$ cat config.mk
export PLATFORM = sky130hd
export DESIGN_NAME = divider_unit
export DESIGN_NICKNAME = d
export VERILOG_FILES = /design/src/rtl/divider_unit_pkg.sv /design/src/rtl/divider_unit_step.sv /design/src/rtl/divider_unit.sv
export SDC_FILE = /design/constraint.sdc
export NUM_CORES = 1
export LEC_CHECK = 0
export ABC_AREA = 0
export BUFFER_PORTS_ARGS = -buffer_cell sky130_fd_sc_hd__buf_2
export CORE_UTILIZATION = 50
export DETAILED_ROUTE_END_ITERATION = 10
export GPL_ROUTABILITY_DRIVEN = 1
export PLACE_DENSITY = 0.73
export SETUP_SLACK_MARGIN = 0.1
export SLEW_MARGIN = 20
export SYNTH_ARGS = -nofsm -noshare
export SYNTH_HDL_FRONTEND = slang
export SYNTH_SLANG_ARGS = --single-unit
$ cat constraint.sdc
create_clock -name clk -period 3.7 [get_ports clk]
set_clock_uncertainty 0.05 [all_clocks]
set_input_delay 0.37 -clock clk [delete_from_list [all_inputs] [get_ports clk]]
set_output_delay 0.37 -clock clk [all_outputs]
set_load 0.02 [all_outputs]
$ cat src/rtl/divider_unit_pkg.sv
// Shared command codes, operand width and divider FSM state encoding.
// Pure declarations; no latency or flow control of its own.
package divider_unit_pkg;

   localparam int unsigned DIV_WIDTH  = 32;
   localparam logic [5:0]  MULTU_CODE = 6'b011001;
   localparam logic [5:0]  DIVU_CODE  = 6'b011011;
   localparam logic [5:0]  OUT_CODE   = 6'b111111;

   typedef enum logic [1:0] {
      IDLE = 2'd0,
      RUN  = 2'd1,
      DONE = 2'd2
   } state_t;

endpackage

$ cat src/rtl/divider_unit_step.sv
// One restoring shift-subtract iteration on the {remainder, quotient} register.
// Purely combinational; no flow control.
module div_step #(
   parameter int unsigned WIDTH = 32
) (
   input  logic [2*WIDTH-1:0] r,
   input  logic [WIDTH-1:0]   d,
   output logic [2*WIDTH-1:0] r_next
);

   logic [WIDTH-1:0] hi;
   logic             unused_shift_out;

   // The MSB shifted out of the remainder half is dropped; compare is plain 32-bit.
   assign hi               = r[2*WIDTH-2:WIDTH-1];
   assign unused_shift_out = r[2*WIDTH-1];

   always_comb begin
      r_next = {hi, r[WIDTH-2:0], 1'b0};
      if (hi >= d) begin
         r_next = {hi - d, r[WIDTH-2:0], 1'b1};
      end
   end

endmodule

$ cat src/rtl/divider_unit.sv
// Iterative unsigned divider: DIVU starts, OUT copies {remainder, quotient} to dataOut.
// 32 cycles from start to done (divide-by-zero finishes at the start edge); commands during RUN are ignored.
module divider_unit
   import divider_unit_pkg::*;
#(
   parameter int unsigned WIDTH = DIV_WIDTH,
   parameter logic [5:0]  DIVU  = DIVU_CODE,
   parameter logic [5:0]  OUT   = OUT_CODE
) (
   input  logic               clk,
   input  logic               reset,
   input  logic [WIDTH-1:0]   dataA,
   input  logic [WIDTH-1:0]   dataB,
   input  logic [5:0]         Signal,
   output logic [2*WIDTH-1:0] dataOut,
   output logic               busy,
   output logic               done,
   output logic               div_by_zero
);

   localparam int unsigned CNT_W = $clog2(WIDTH);

   state_t             state;
   logic [2*WIDTH-1:0] r;
   logic [2*WIDTH-1:0] r_next;
   logic [WIDTH-1:0]   d;
   logic [CNT_W-1:0]   cnt;

   div_step #(.WIDTH(WIDTH)) u_step (
      .r      (r),
      .d      (d),
      .r_next (r_next)
   );

   assign busy = (state == RUN);
   assign done = (state == DONE);

   always_ff @(posedge clk) begin
      if (reset) begin
         state       <= IDLE;
         r           <= '0;
         d           <= '0;
         cnt         <= '0;
         dataOut     <= '0;
         div_by_zero <= 1'b0;
      end else begin
         case (state)
            IDLE, DONE: begin
               if (Signal == DIVU) begin
                  d   <= dataB;
                  cnt <= '0;
                  if (dataB == '0) begin
                     // Zero divisor: quotient saturates, dividend left in the remainder half.
                     r           <= {dataA, {WIDTH{1'b1}}};
                     div_by_zero <= 1'b1;
                     state       <= DONE;
                  end else begin
                     r           <= {{WIDTH{1'b0}}, dataA};
                     div_by_zero <= 1'b0;
                     state       <= RUN;
                  end
               end else if (Signal == OUT) begin
                  dataOut <= r;
                  state   <= IDLE;
               end
            end
            RUN: begin
               r   <= r_next;
               cnt <= cnt + CNT_W'(1);
               if (cnt == CNT_W'(WIDTH - 1)) begin
                  state <= DONE;
               end
            end
            default: state <= IDLE;
         endcase
      end
   end

endmodule

==> results.toml, run 1 <==
[status]
status = "finished clean"

[logic_synthesis]
synth-edff-count = 0
synth_top_cell_by_area = "dfxtp_1"
ys.warnings.count = 0
yosysUniqueCellTypes = 71
syn_nets = 1250
syn_area_sq_mm = 0.008696
yosys.area.top_type_share_pct = 38.68
synth_top_family_by_area = "compound AO/OA/AOI/OAI gates"
synth_top_flop_cell = "dfxtp_1"
async_flop_share_pct = 0
yosys.area_share.xor_xnor_pct = 1.914
avgSynthCellArea_sq_um = 7.608
ys_seq_area_share_pct = 38.68
synthCells = 1143
synthMuxAreaShare_pct = 1.957
synth_compound_area_share_pct = 23.53
synthAdderAreaFrac_pct = 5.122
synthSimpleGateAreaFrac_pct = 23.28
ys_ff_latch = 168
ys_top_cells_by_area = "dfxtp_1 39%, nand2_1 11%, a21oi_1 9.1%"

[route]
routedWlPerCell_um = 16.72
first_iter_violations = 684
drc = 0
drt_pass1_iterations = 6
viasPerCell = 5.780
num_vias = 8555
wl_um = 24740
ant_nets = 0

[setup_path]
path_cells = "inv_1 -> ha_1 -> fa_1 -> nand2b_1 -> a211oi_2 -> o21a_1 -> nor3b_4 -> a21o_1 -> nand2_2 -> o311ai_0 -> a211oi_1"
end_kind = "flip-flop"
required_ps = 4000
arrival_ps = 3520
crit_end = "r[58]$_SDFFE_PP0P_"
crit_type = "flip-flop to flip-flop"
reg2regPathDepth = 11
rr_startpoint = "r[31]$_SDFFE_PP0P_"
max_stage_delay_ps = 470
r2r-end = "r[58]$_SDFFE_PP0P_"
crit_path_start = "r[31]$_SDFFE_PP0P_"
crit_slowest_cell = "nand2_2"
worstSetupStartpointType = "flip-flop"
crit_fanout = 22
r2r_setup_slack_ps = 480

[global_route]
grt_pass1_vias = 7618
grt_usage_pct = 27.75
antenna_found_initial = 0
gr-total-overflow = 0
grt_pass1_wl_um = 39570
grt_max_degree = 68

[layout]
antenna_cells = 0
fin_area_sq_mm = 0.01011
layout-drive-gt1-share_pct = 16.51
syn_to_final_growth_pct = 16.27
finalNonFillerCells = 1480
final_nets = 1354

[sta]
rsz0062_at_grt = "no"
hold_violations = 0
tightest_slew_ps = 754.3
finalCritPeriodShare_pct = 86.90
clock.fmax_mhz = 311.0
setup_violations = 0
min_period_ps = 3215
drv_slew = 0
relSlewSlack_pct = 49.66
setup_tns_ps = 0

[clock_tree]
post-cts-setup-buffer-count = 0
cts_made_buffers = 17
postCtsHoldBufs = 0
cts_resized = 0
h-tree-depth = 4
cts_tree = "done"
clk_pin_slew_worst_paths_ps = 70
clk_path_buf_depth = 2
cts_sinks = 168
clockRootBuffer = "clkbuf_16"
clk_latency_ps = 430

[floorplanning]
ios = 139
dieArea_sq_mm = 0.01792
rows = 47
die_w_um = 133.9
die_h_um = 133.9
coreArea_sq_mm = 0.01676
start_util_pct = 51.89

[placed_design]
dpl.hpwl_um = 17840
dp_cells = 1448
place_congestion = 0.9527
portBuffers = 138
placed_area_sq_mm = 0.009519

[power]
p_leak_nw = 4.161
ir_drop_v = 0.0003439
power_density_mw_per_mm2 = 416.9

[flow_run]
drv_cap = 0

[worst_hold_path]
hold_path_class = "primary input to flip-flop"
min_from = "dataB[23]"
==> worst max-delay path: cells and delay by family (launching register included) <==
kind            cells  cell delay, ps
compound gates      5            1240
fa+ha+maj           2             620
buf+inv             1              60
flops               1             390
simple gates        3             760
==> per-layer routing <==
metal	track usage, %	vias up	wire length, um
li1	-	4230	-
met4	10.35	0	595
met2	41.36	344	10850
met3	4.157	45	1610
met5	0	-	0
met1	40.20	3936	11690
==> cells in the mapped netlist, drive strengths merged (3+ instances only) <==
cell type	instances
clkbuf	55
a21boi	3
mux2i	17
and3	6
a21oi	160
dfxtp	168
o21a	6
o211ai	9
xor2	9
inv	49
nor3b	3
nand4	7
o21bai	6
a211oi	10
a311o	6
ha	34
and2	5
o221ai	11
a311oi	6
nor3	31
a32oi	3
nand3	10
nor4	34
o211a	3
a21o	8
nor2	88
a22oi	15
buf	16
a31oi	4
nand2	256
nor2b	4
or3	3
o21ai	44
nand2b	7
a221oi	15
xnor2	10
==> flip-flops by register name, summed over array words and instances, names as in the netlist <==
signal	flops
div_by_zero	1
dataOut	64
state	2
r	64
d	32
cnt	5
==> power breakdown <==
group | internal (W) | switching [W] | total, W
combinational | 0.000208 | 0.000346 | 0.000554
sequential | 0.00182 | 0.0000154 | 0.00184
clock | 0.00101 | 0.000809 | 0.00182
==> layout make-up <==
type	count	area, sq um
clock buffer	18	429.2
clock inverter	14	162.7
fill	1621	6649
inverter	50	187.7
multi-input combinational	854	4865
sequential	168	3363
tap	220	275.3
timing repair buffer	156	828.3
==> logic make-up after synthesis <==
kind of cell / count (synthesis)
simple gates: 459
compound gates: 324
flops: 168
buf+inv: 121
fa+ha+maj: 35
xor+xnor: 19
mux: 17
==> how the worst min path moves through the flow <==
stage | end | slack, ps | cells past startpoint
final | d[23]$_SDFFE_PP0P_ | 130 | 3
after global routing | d[21]$_SDFFE_PP0P_ | 130 | 3
after CTS | d[23]$_SDFFE_PP0P_ | 120 | 3
after detailed placement | dataOut[59]$_SDFFE_PP0P_ | 390 | 2
after global placement | dataOut[27]$_SDFFE_PP0P_ | 390 | 2
after floorplan | dataOut[63]$_SDFFE_PP0P_ | 380 | 2
==> cells in the final DEF (no fill, tap or decap), drive strengths merged, types with 9 or more instances in the layout <==
cell	synthesis	final
a21oi	160	160
a22oi	15	15
o211ai	9	9
a221oi	15	15
nor2	88	88
nor4	34	34
dfxtp	168	168
nand3	10	10
xnor2	10	10
o21ai	44	44
nand2	256	256
buf	16	156
ha	34	34
xor2	9	9
a211oi	10	10
mux2i	17	17
nor3	31	31
clkbuf	55	18
o221ai	11	11
inv	49	55
==> stage by stage <==
step	util (%)	total power, W	hold slack (ps)	setup slack (ps)
final	60.33	0.004215	134.8	484.6
after global routing	60.33	0.004344	131.9	331.2
after CTS	60.33	0.004215	118.6	504.8
after detailed placement	56.80	0.002418	394.4	522.1
after global placement	56.80	0.002416	390.0	640.4
after floorplan	-	0.002274	382.0	1045
(Power assumes the default switching activity.)
==> run 2: changes to the inputs <==
--- a/config.mk
+++ b/config.mk
@@ -7,12 +7,12 @@
 export LEC_CHECK = 0
 export ABC_AREA = 0
 export BUFFER_PORTS_ARGS = -buffer_cell sky130_fd_sc_hd__buf_2
-export CORE_UTILIZATION = 50
+export CORE_UTILIZATION = 35
 export DETAILED_ROUTE_END_ITERATION = 10
 export GPL_ROUTABILITY_DRIVEN = 1
-export PLACE_DENSITY = 0.73
+export PLACE_DENSITY = 0.55
 export SETUP_SLACK_MARGIN = 0.1
-export SLEW_MARGIN = 20
+export SLEW_MARGIN = 25
 export SYNTH_ARGS = -nofsm -noshare
 export SYNTH_HDL_FRONTEND = slang
 export SYNTH_SLANG_ARGS = --single-unit
==> run 2 against run 1 <==
Final cell count rose by 7.1%. Sequential power barely moved. Non-clock buffer count rose by 1. Critical path depth did not move. Utilization fell by 18 points. Via count fell by 2.1%. Critical path type unchanged. Critical endpoint unchanged. Largest cell class unchanged.
==> results.toml, run 2 (synthesis gave the netlist of run 1 again) <==
[global_route]
antenna_found_initial = 0
grt_pass1_vias = 7561
grt_usage_pct = 20.59
grt_max_degree = 62
grt_pass1_wl_um = 41700
gr-total-overflow = 0

[setup_path]
end_kind = "flip-flop"
path_cells = "inv_1 -> ha_1 -> fa_1 -> nand2b_1 -> a211oi_2 -> o21a_1 -> nor3b_4 -> a21o_1 -> nand2_2 -> o311ai_0 -> a211oi_1"
critical_path_buf_inv_count = 1
required_ps = 3990
crit_type = "flip-flop to flip-flop"
crit_slowest_cell = "nand2_2"
crit_fanout = 22
arrival_ps = 3570
critical-path-top-delay-family = "compound AO/OA/AOI/OAI gates"
max_stage_delay_ps = 490
worstSetupStartpointType = "flip-flop"

[sta]
drv_slew = 0
relSlewSlack_pct = 52.47
finalCritPeriodShare_pct = 88.80
rsz0062_at_grt = "no"
hold_violations = 0
tightest_slew_ps = 712.2
setup_violations = 0
setup_tns_ps = 0
min_period_ps = 3286
clock.fmax_mhz = 304.3

[layout]
antenna_cells = 0
fill_cells = 2581
fin_area_sq_mm = 0.01027
layout_common_cells = "255 x nand2_1, 168 x dfxtp_1, 158 x a21oi_1, 137 x buf_2, 86 x nor2_1"
final_util_pct = 42.21
syn_to_final_growth_pct = 18.06
layout-drive-gt1-share_pct = 16.57
final_nets = 1355
final_common_cell = "nand2_1"
reg_top3 = "dataOut (64), r (64), d (32)"

[power]
p_leak_nw = 4.183
power_w = 0.004255
ir_drop_v = 0.0002412
power_density_mw_per_mm2 = 414.5

[route]
routedWlPerCell_um = 16.72
drt_pass1_iterations = 5
viasPerCell = 5.286
num_vias = 8378
ant_nets = 0
wl_um = 26500
first_iter_violations = 632
drc = 0

[placed_design]
place_congestion = 0.8997
portBuffers = 138
dpl.hpwl_um = 19660
placed_area_sq_mm = 0.009657

[flow_run]
drv_cap = 0

[status]
status = "finished clean"

[floorplanning]
coreArea_sq_mm = 0.02432
die_w_um = 159.6
start_util_pct = 35.76
ios = 139
rows = 57
die_h_um = 159.6
dieArea_sq_mm = 0.02548

[clock_tree]
cts_tree = "done"
h-tree-depth = 4
clk_path_buf_depth = 2
post-cts-setup-buffer-count = 0
clk_latency_ps = 430
cts_sinks = 168
postCtsHoldBufs = 0
clockRootBuffer = "clkbuf_16"
cts_made_buffers = 17
cts_resized = 0
clk_pin_slew_worst_paths_ps = 70

[worst_hold_path]
hold_path_class = "primary input to flip-flop"
[run 2: cell types whose count changed in the layout (fill, tap and decap cells not counted)]
cell and change:
clkbuf_8 +3, buf_4 +1, clkinvlp_4 -2, inv_6 -3, clkinv_4 +2
[run 2: area by class of cell]
cell class	count	area, sq um	area share [%]
multi-input combinational	854	4865	47.39
sequential	168	3363	32.76
timing repair buffer	157	835.8	8.141
clock buffer	21	470.5	4.583
tap	324	405.4	3.949
inverter	50	187.7	1.828
clock inverter	11	138.9	1.353
[run 2: final timing paths]
kind                              endpoint                      from  depth (start not counted)  slack [ps]
setup / recovery        r[58]$_SDFFE_PP0P_        r[31]$_SDFFE_PP0P_                         11         410
hold / removal          d[24]$_SDFFE_PP0P_                 dataB[24]                          3         140
setup reg to reg        r[58]$_SDFFE_PP0P_        r[31]$_SDFFE_PP0P_                         11         410
hold reg to reg   dataOut[24]$_SDFFE_PP0P_  dataOut[24]$_SDFFE_PP0P_                          2         400
[run 2: tightest hold or removal path: stages]
cell and delay, ps:
buf_2 110, nand2_1 50, a21oi_1 50
[run 2: routing by layer]
metal / GRT usage [%] / part of all wire [%] / vias to the layer above / wire [um]
met4: 6.206 / 1.7 / 0 / 445
met3: 2.753 / 5.0 / 26 / 1330
met1: 30.40 / 50 / 3876 / 13370
li1: - / - / 4248 / -
met2: 30.87 / 43 / 228 / 11360
met5: 0 / 0 / - / 0
[run 2: where the power goes]
group | total [W] | internal, W | switching, W
sequential | 0.00184 | 0.00182 | 0.0000150
clock | 0.00185 | 0.00106 | 0.000791
combinational | 0.000562 | 0.000208 | 0.000353
total | 0.00426 | 0.00310 | 0.00116
[run 2: through the flow]
step	setup WS, ps	hold slack, ps	std cells
after floorplan	1045	382.0	1143
after global placement	486.8	390.6	1553
after detailed placement	427.6	394.3	1553
after CTS	416.6	122.1	1585
after global routing	189.6	141.8	1585
final	414.2	139.7	1585
